[src/rtl/multi_channel_control_queue.sv]
`default_nettype none
// ============================================================================
// Module      : multi_channel_control_queue
// Description : CHANNELS independent DEPTH-entry FIFOs with per-channel push,
//               pop, flush, occupancy and almost-full; head data is read
//               combinationally. Optional sticky overflow/underflow flags are
//               built when RSD_CTRL_QUEUE_ERROR_CHECK_EN is defined.
// Revision    : 1.0 - initial release
// ============================================================================
module multi_channel_control_queue #(
    parameter int DATA_WIDTH = 64,
    parameter int DEPTH      = 16,
    parameter int CHANNELS   = 2,
    parameter int AF_MARGIN  = 2,
    localparam int CW        = $clog2(DEPTH + 1)
) (
    input  logic                           clk,
    input  logic                           rst,
    input  logic [CHANNELS-1:0]            push,
    input  logic [CHANNELS*DATA_WIDTH-1:0] pushData,
    input  logic [CHANNELS-1:0]            pop,
    input  logic [CHANNELS-1:0]            flush,
    output logic [CHANNELS-1:0]            full,
    output logic [CHANNELS-1:0]            empty,
    output logic [CHANNELS-1:0]            almostFull,
    output logic [CHANNELS*CW-1:0]         count,
    output logic [CHANNELS*DATA_WIDTH-1:0] headData,
    output logic [CHANNELS-1:0]            overflow,
    output logic [CHANNELS-1:0]            underflow
);

    localparam int          AW         = $clog2(DEPTH);
    localparam logic [CW-1:0] c_FULL_CNT = CW'(DEPTH);
    localparam logic [CW-1:0] c_AF_CNT   = CW'(DEPTH - AF_MARGIN);
    localparam logic [CW-1:0] c_CNT_ONE  = CW'(1);
    localparam logic [AW-1:0] c_PTR_ONE  = AW'(1);

    for (genvar c = 0; c < CHANNELS; c++) begin : g_ch
        logic [DATA_WIDTH-1:0] r_mem [DEPTH];
        logic [AW-1:0]         r_head;
        logic [AW-1:0]         r_tail;
        logic [CW-1:0]         r_count;
        logic                  w_full;
        logic                  w_empty;
        logic                  w_push_ok;
        logic                  w_pop_ok;

        assign w_full    = (r_count == c_FULL_CNT);
        assign w_empty   = (r_count == '0);
        // A pop on a full queue frees the slot the simultaneous push lands in.
        assign w_push_ok = push[c] & (~w_full | pop[c]);
        assign w_pop_ok  = pop[c] & ~w_empty;

        always_ff @(posedge clk) begin
            if (!rst || flush[c]) begin
                r_head  <= '0;
                r_tail  <= '0;
                r_count <= '0;
            end else begin
                if (w_push_ok)
                    r_tail <= r_tail + c_PTR_ONE;
                if (w_pop_ok)
                    r_head <= r_head + c_PTR_ONE;
                if (w_push_ok && !w_pop_ok)
                    r_count <= r_count + c_CNT_ONE;
                else if (!w_push_ok && w_pop_ok)
                    r_count <= r_count - c_CNT_ONE;
            end
        end

        // Storage is never reset; only the pointers define what is valid.
        always_ff @(posedge clk) begin
            if (rst && !flush[c] && w_push_ok)
                r_mem[r_tail] <= pushData[c*DATA_WIDTH +: DATA_WIDTH];
        end

        assign full[c]                              = w_full;
        assign empty[c]                             = w_empty;
        assign almostFull[c]                        = (r_count >= c_AF_CNT);
        assign count[c*CW +: CW]                    = r_count;
        assign headData[c*DATA_WIDTH +: DATA_WIDTH] = r_mem[r_head];

`ifdef RSD_CTRL_QUEUE_ERROR_CHECK_EN
        logic r_ovf;
        logic r_udf;

        always_ff @(posedge clk) begin
            if (!rst || flush[c]) begin
                r_ovf <= 1'b0;
                r_udf <= 1'b0;
            end else begin
                if (push[c] && w_full && !pop[c])
                    r_ovf <= 1'b1;
                if (pop[c] && w_empty)
                    r_udf <= 1'b1;
            end
        end

        assign overflow[c]  = r_ovf;
        assign underflow[c] = r_udf;
`else
        assign overflow[c]  = 1'b0;
        assign underflow[c] = 1'b0;
`endif
    end

endmodule
`default_nettype wire

[config.mk]
export PLATFORM = sky130hd
export DESIGN_NAME = multi_channel_control_queue
export DESIGN_NICKNAME = d
export VERILOG_FILES = /design/src/rtl/multi_channel_control_queue.sv
export SDC_FILE = /design/constraint.sdc
export NUM_CORES = 1
export LEC_CHECK = 0
export ABC_CLOCK_PERIOD_IN_PS = 6200
export CAP_MARGIN = 30
export CORE_UTILIZATION = 35
export DETAILED_ROUTE_END_ITERATION = 8
export DONT_BUFFER_PORTS = 1
export SLEW_MARGIN = 5
export SYNTH_ARGS = -nofsm -noshare
export SYNTH_HDL_FRONTEND = slang
export SYNTH_SLANG_ARGS = --single-unit
[constraint.sdc]
create_clock -name clk -period 6.2 [get_ports clk]
set_input_delay 0.93 -clock clk [delete_from_list [all_inputs] [get_ports clk]]
set_output_delay 0.93 -clock clk [all_outputs]
set_load 0.1 [all_outputs]
==> results of run 1 <==
## path summary, 6_finish.rpt
check,from,end,cells after the start
setup / recovery,register,headData[106],4
hold / removal,pushData[27],g_ch[0].r_mem[8][27],0
setup reg to reg,g_ch[0].r_count[2],g_ch[0].r_mem[14][40],7
hold reg to reg,g_ch[1].r_tail[1],g_ch[1].r_tail[1],2
## final cells by class
cell class | instances | area [um2] | share of cell area, %
repair buffers | 171 | 3050 | 3.348
diodes | 1 | 2.502 | 0.002747
clock inverters | 111 | 1101 | 1.209
well taps | 2975 | 3722 | 4.086
multi-input cells | 1090 | 15500 | 17.01
inverters | 10 | 37.54 | 0.04120
clock buffers | 265 | 5493 | 6.029
flip-flops and latches | 2082 | 62190 | 68.27
## sequential cells by signal, summed over array words and instances, names as in the netlist, named ones only
register / count
g_ch.r_head: 8
g_ch.r_count: 10
g_ch.r_tail: 8
g_ch.r_mem: 2048
## power by group through the flow
stage / clock [mW] / combinational, mW / sequential [mW]
after CTS: 12.4 / 2.23 / 15.6
after global routing: 12.9 / 2.33 / 15.6
final: 12.1 / 2.22 / 15.6
after floorplan: 0 / 1.65 / 15.9
after detailed placement: 0 / 2.23 / 15.9
after global placement: 0 / 1.90 / 15.9
## through the flow
step	area (um2)	hold slack [ps]	cells	power, mW
after floorplan	78210	458.7	3365	17.57
after global placement	82710	501.2	6253	17.84
final	91100	168.0	6705	29.92
after detailed placement	84350	503.9	6321	18.11
after CTS	90950	72.06	6697	30.22
after global routing	91100	104.7	6705	30.81
## cells in the final DEF (no fill, tap or decap), drive strengths merged, types with 9 or more instances in the layout
master and instances:
bufinv 15, a21oi 9, a22oi 256, inv 15, mux4 512, nor2 64
clkbuf 267, nand2 138, ha 18, nand3 25, clkinv 88, edfxtp 2048
dfxtp 34, buf 169
## worst reg2reg max path, cell delays in order, from the launching register on
cell	delay, ps
dfxtp_1	410
clkbuf_16	240
clkbuf_1	120
or4_1	350
or3_1	240
nand3_1	330
nor2_4	850
buf_12	400
## kinds of logic (layout without fill, tap and decap cells)
group                      after synthesis  in the layout  synth area share, %
and+or+nand+nor                        254            254                1.386
other                                    1              5             0.004796
AOI/OAI and AO/OA                      284            284                2.760
adders and majority gates               20             20               0.3392
buffers and inverters                  193            557                1.056
muxes                                  517            517                14.81
xor gates and xnor gates                11             11               0.1232
DFF                                   2082           2082                79.52
## layer usage
layer / vias up / track usage [%] / wire, um
met5: - / 0 / 0
met1: 19212 / 20.31 / 72480
met2: 1140 / 26.79 / 89950
li1: 14780 / - / -
met3: 267 / 4.602 / 14750
met4: 0 / 4.429 / 4154
==> flow_metrics.py, run 1 <==
metrics = {
    "die": {
        "die_x_um": 474.7,
        "start_util_pct": 35.21,
        "core-area_um2": 222100,
        "pin_count": 284,
        "rows": 173,
        "die_h_um": 474.7,
        "die_area_um2": 225300,
    },
    "global_routing": {
        "grt_use_total_pct": 16.04,
        "overflow": 0,
        "first_global_vias": 37775,
        "grt_antenna_before_repair": 1,
        "grt_pass1_wl_um": 261700,
        "grt_start_max_net_pins": 65,
    },
    "logic_synthesis": {
        "yosys.area.top_type": "edfxtp_1",
        "async_flop_share_pct": 0,
        "synth-main-ff-cell": "edfxtp_1",
        "synth-edff-count": 2048,
        "yosys.area.top_type_share_pct": 78.65,
        "ys.warnings.count": 0,
        "syn_area_um2": 78190,
        "ys_types": 37,
        "synth_common_cells": "2048 x edfxtp_1, 512 x mux4_2, 256 x a22oi_1",
        "synthCells": 3362,
        "yosysMostFrequentCell": "edfxtp_1",
        "avgSynthCellArea_um2": 23.26,
        "yosys-top-cells-area": "edfxtp_1 79%, mux4_2 15%, a22oi_1 2.5%",
        "seq_area_frac_synth_pct": 79.52,
        "ys_ff_latch": 2082,
    },
    "clock_network": {
        "clk_pin_slew_ps": 60,
        "postCtsSetupBuffers": 0,
        "cts_tree": "yes",
        "root_buffer": "clkbuf_16",
        "clk_path_buf_depth": 3,
        "cts_sinks": 2082,
        "cts_buffers": 207,
        "cts-resized-gates": 0,
        "insertion_delay_ps": 840,
        "hold_buffers": 0,
        "h-tree-depth": 4,
    },
    "finish": {
        "area_growth_pct": 16.51,
        "final_net_count": 3718,
        "fillCellCount": 19145,
        "post-route-util_pct": 41.02,
        "drive_above_1_share_pct": 26.90,
    },
    "timing": {
        "finalSetupViolations": 0,
        "slew_headroom_pct": 30.16,
        "maxSlewViolCount": 0,
        "setup_slack_ps": 1453,
        "finClkSkew_ps": 76.12,
        "timing.final.crit_share_pct": 76.56,
        "setup_tns_ps": 0,
        "hold_viol": 0,
        "fmax_ghz": 0.2107,
        "grt_setup_unrepaired": "false",
        "post-route-min-period_ps": 4747,
        "tightestPinTransition_ps": 1045,
    },
    "run": {
        "cap_violations": 0,
    },
    "power_and_ir_drop": {
        "power.internal_mw": 23.22,
        "pwr-share-clk_pct": 40.5,
        "comb_power_share_pct": 7.4,
        "power.sequential.fraction_pct": 52.1,
        "swShare_pct": 22.39,
        "powerDensity_nw_per_um2": 328.4,
        "p_leak_nw": 27.56,
        "p_sw_mw": 6.698,
        "ir_drop_mv": 0.2649,
    },
    "drt": {
        "vias": 35399,
        "firstDrtPassIters": 5,
        "drt_iter0_drc": 3203,
        "drt-vias-per-instance": 5.279,
        "wl_per_cell_um": 27.04,
        "wl_um": 181300,
        "drc": 0,
        "ant_nets": 0,
    },
    "worst_setup_path": {
        "end_kind": "primary output",
        "path_cells": "buf_4, mux4_2, a22oi_1, nand2_1",
        "r2r_slack_ps": 2830,
        "cp_max_fo": 31,
        "critPathArrivalTime_ps": 3820,
        "slowest_stage": "dfxtp_4",
        "max_stage_delay_ps": 770,
        "worst-path-buf-inv": 1,
        "worst-setup-path-type": "register to primary output",
        "cp_top_family": "flip-flops",
        "cp-start-kind": "register",
        "worstPathRequired_ps": 5270,
    },
    "placed_design": {
        "io_buffers": 0,
        "globalplace.congestion": 0.7206,
        "dp_hpwl_um": 94450,
        "place_ws_ps": 2220,
    },
    "run_status": {
        "status": "finished, final reports clean",
    },
    "worst_hold_path": {
        "hp-class": "input port to register",
    },
}
Power figures use the tool's default switching activity.
==> run 2: changes to the inputs <==
--- a/config.mk
+++ b/config.mk
@@ -5,7 +5,7 @@
 export SDC_FILE = /design/constraint.sdc
 export NUM_CORES = 1
 export LEC_CHECK = 0
-export ABC_CLOCK_PERIOD_IN_PS = 6200
+export ABC_CLOCK_PERIOD_IN_PS = 4300
 export CAP_MARGIN = 30
 export CORE_UTILIZATION = 35
 export DETAILED_ROUTE_END_ITERATION = 8
==> constraint.sdc (replaced) <==
create_clock -name clk -period 4.3 [get_ports clk]
set_input_delay 0.645 -clock clk [delete_from_list [all_inputs] [get_ports clk]]
set_output_delay 0.645 -clock clk [all_outputs]
set_load 0.1 [all_outputs]
==> run 2 against run 1 <==
  * Sequential share of layout area shrank 0.73 points
  * Count of clock-buffer cells in the layout unchanged
  * Hold slack worse by 66 ps
  * Flip-flop and latch count is the same
  * Combinational power is 56% higher
  * Non-clock buffer count up 212
  * Power rose by 43%
  * Die area unchanged
  * Final cell count rose by 3.3%
  * Routed wire length down 0.42%
  * Clock power up 40%
  * First-iteration DRC count increased by 4.3%
  * Largest power group unchanged
==> flow_metrics.py, run 2 (synthesized netlist as in run 1, its figures left out) <==
metrics = {
    "die": {
        "pin_count": 284,
        "die_x_um": 474.7,
        "die_h_um": 474.7,
        "start_util_pct": 35.21,
        "core-area_um2": 222100,
        "rows": 173,
        "die_area_um2": 225300,
    },
    "global_routing": {
        "grt_antenna_before_repair": 36,
        "first_global_vias": 38110,
        "grt_start_max_net_pins": 66,
        "grt_use_total_pct": 16.00,
        "overflow": 0,
        "grt_pass1_wl_um": 263100,
    },
    "drt": {
        "wl_per_cell_um": 26.07,
        "ant_nets": 0,
        "drt_iter0_drc": 3341,
        "drt-vias-per-instance": 5.242,
        "vias": 36309,
        "firstDrtPassIters": 8,
        "drc": 0,
        "wl_um": 180600,
    },
    "finish": {
        "final_cell_mix": "2048 x edfxtp_1, 512 x mux4_2, 256 x a22oi_1",
        "final_cell_area_um2": 92090,
        "fin_cells": 6926,
        "final_net_count": 3931,
        "largest-register": "g_ch.r_mem",
        "largest_reg_flops": 2048,
        "final_common_cell": "edfxtp_1",
        "area_growth_pct": 17.77,
        "drive_above_1_share_pct": 27.70,
        "largestRegisters": "g_ch.r_mem x2048, g_ch.r_count x10",
    },
    "clock_network": {
        "cts_tree": "yes",
        "cts_sinks": 2082,
        "root_buffer": "clkbuf_16",
        "clk_path_buf_depth": 3,
        "cts_buffers": 208,
        "clk_pin_slew_ps": 60,
        "postCtsSetupBuffers": 0,
        "h-tree-depth": 4,
        "insertion_delay_ps": 840,
    },
    "worst_setup_path": {
        "critPathArrivalTime_ps": 3340,
        "r2r_cells": 11,
        "worst-setup-path-type": "register to primary output",
        "cp-start-kind": "register",
        "r2r-start": "g_ch[1].r_count[2]",
        "worstPathRequired_ps": 3650,
        "cp_max_fo": 25,
        "r2r-end": "g_ch[1].r_count[4]",
        "r2r_slack_ps": 1220,
        "end_kind": "primary output",
        "crit_end": "headData[87]",
    },
    "placed_design": {
        "dp_hpwl_um": 97880,
        "postPlaceCellArea_um2": 84350,
        "place_inst": 6408,
        "globalplace.congestion": 0.7319,
        "io_buffers": 0,
    },
    "timing": {
        "slew_headroom_pct": 30.73,
        "finalSetupViolations": 0,
        "tightestPinTransition_ps": 1037,
        "fmax_ghz": 0.2508,
        "setup_tns_ps": 0,
        "finClkSkew_ps": 83.35,
        "timing.final.crit_share_pct": 92.72,
        "post-route-min-period_ps": 3987,
        "grt_setup_unrepaired": "false",
        "maxSlewViolCount": 0,
        "hold_viol": 0,
    },
    "run_status": {
        "status": "finished, final reports clean",
    },
    "run": {
        "cap_violations": 0,
    },
    "power_and_ir_drop": {
        "powerDensity_nw_per_um2": 464.6,
        "p_leak_nw": 28.12,
        "ir_drop_mv": 0.4395,
    },
    "worst_hold_path": {
        "hp-class": "input port to register",
    },
}
-- run 2: how the worst min path moves through the flow --
stage / startpoint / to / slack [ps] / cells after the start
6_report: pop[1] / g_ch[1].r_tail[0] / 100 / 3
5_1_grt: pop[1] / g_ch[1].r_tail[0] / 50 / 3
4_1_cts: pop[1] / g_ch[1].r_tail[0] / 9 / 3
3_5_place_dp: g_ch[1].r_head[3] / register / 480 / 2
3_3_place_gp: g_ch[1].r_head[3] / g_ch[1].r_head[3] / 480 / 2
2_1_floorplan: g_ch[1].r_head[3] / register / 460 / 2
-- run 2: area by class of cell --
cell class	instances	area, um2
Fill cell	19230	130000
Multi-Input combinational cell	1090	15500
Timing Repair Buffer	383	4243
Inverter	10	37.54
Sequential cell	2082	62190
Clock buffer	265	5440
Antenna cell	9	22.52
Tap cell	2975	3722
Clock inverter	112	925.9
-- run 2: layer usage --
| layer | vias up | global-route usage (%) | wire (um) | part of all wire (%) |
|---|---|---|---|---|
| met5 | - | 0 | 301 | 0.17 |
| met4 | 46 | 4.071 | 3588 | 2.0 |
| met3 | 278 | 3.679 | 12440 | 6.9 |
| met2 | 1171 | 26.87 | 90720 | 50 |
| met1 | 19578 | 20.89 | 73520 | 41 |
| li1 | 15236 | - | - | - |
-- run 2: power by group --
group          switching (mW)  internal, mW  leakage [nW]
clock network            7.62          9.28          3.08
logic                    2.30          1.16          6.34
registers              0.0514          22.4          18.7
total                    9.97          32.8          28.1
-- run 2: worst max-delay path, stage by stage (launching register included) --
cell	delay (ps)
dfxtp_4	680
buf_12	290
buf_12	260
mux4_2	530
a22oi_1	210
nand2_1	190
buf_4	290
-- run 2: repair_timing --
item | CTS | global route
hold buffers | 132 | 0
gates resized for setup | 0 | 1
endpoints found under the hold margin | 2054 | 0
setup endpoints to repair | 0 | 2
-- run 2: metrics by stage --
stage	setup WS, ps	hold WS [ps]	power [mW]	util [%]
3_5_place_dp	996.9	484.7	25.99	37.98
4_1_cts	16.06	9.062	43.20	41.44
5_1_grt	45.98	51.29	44.10	41.46
2_1_floorplan	-653.7	458.7	25.33	-
3_3_place_gp	1020	475.5	25.92	37.85
6_report	313.2	102.2	42.78	41.46
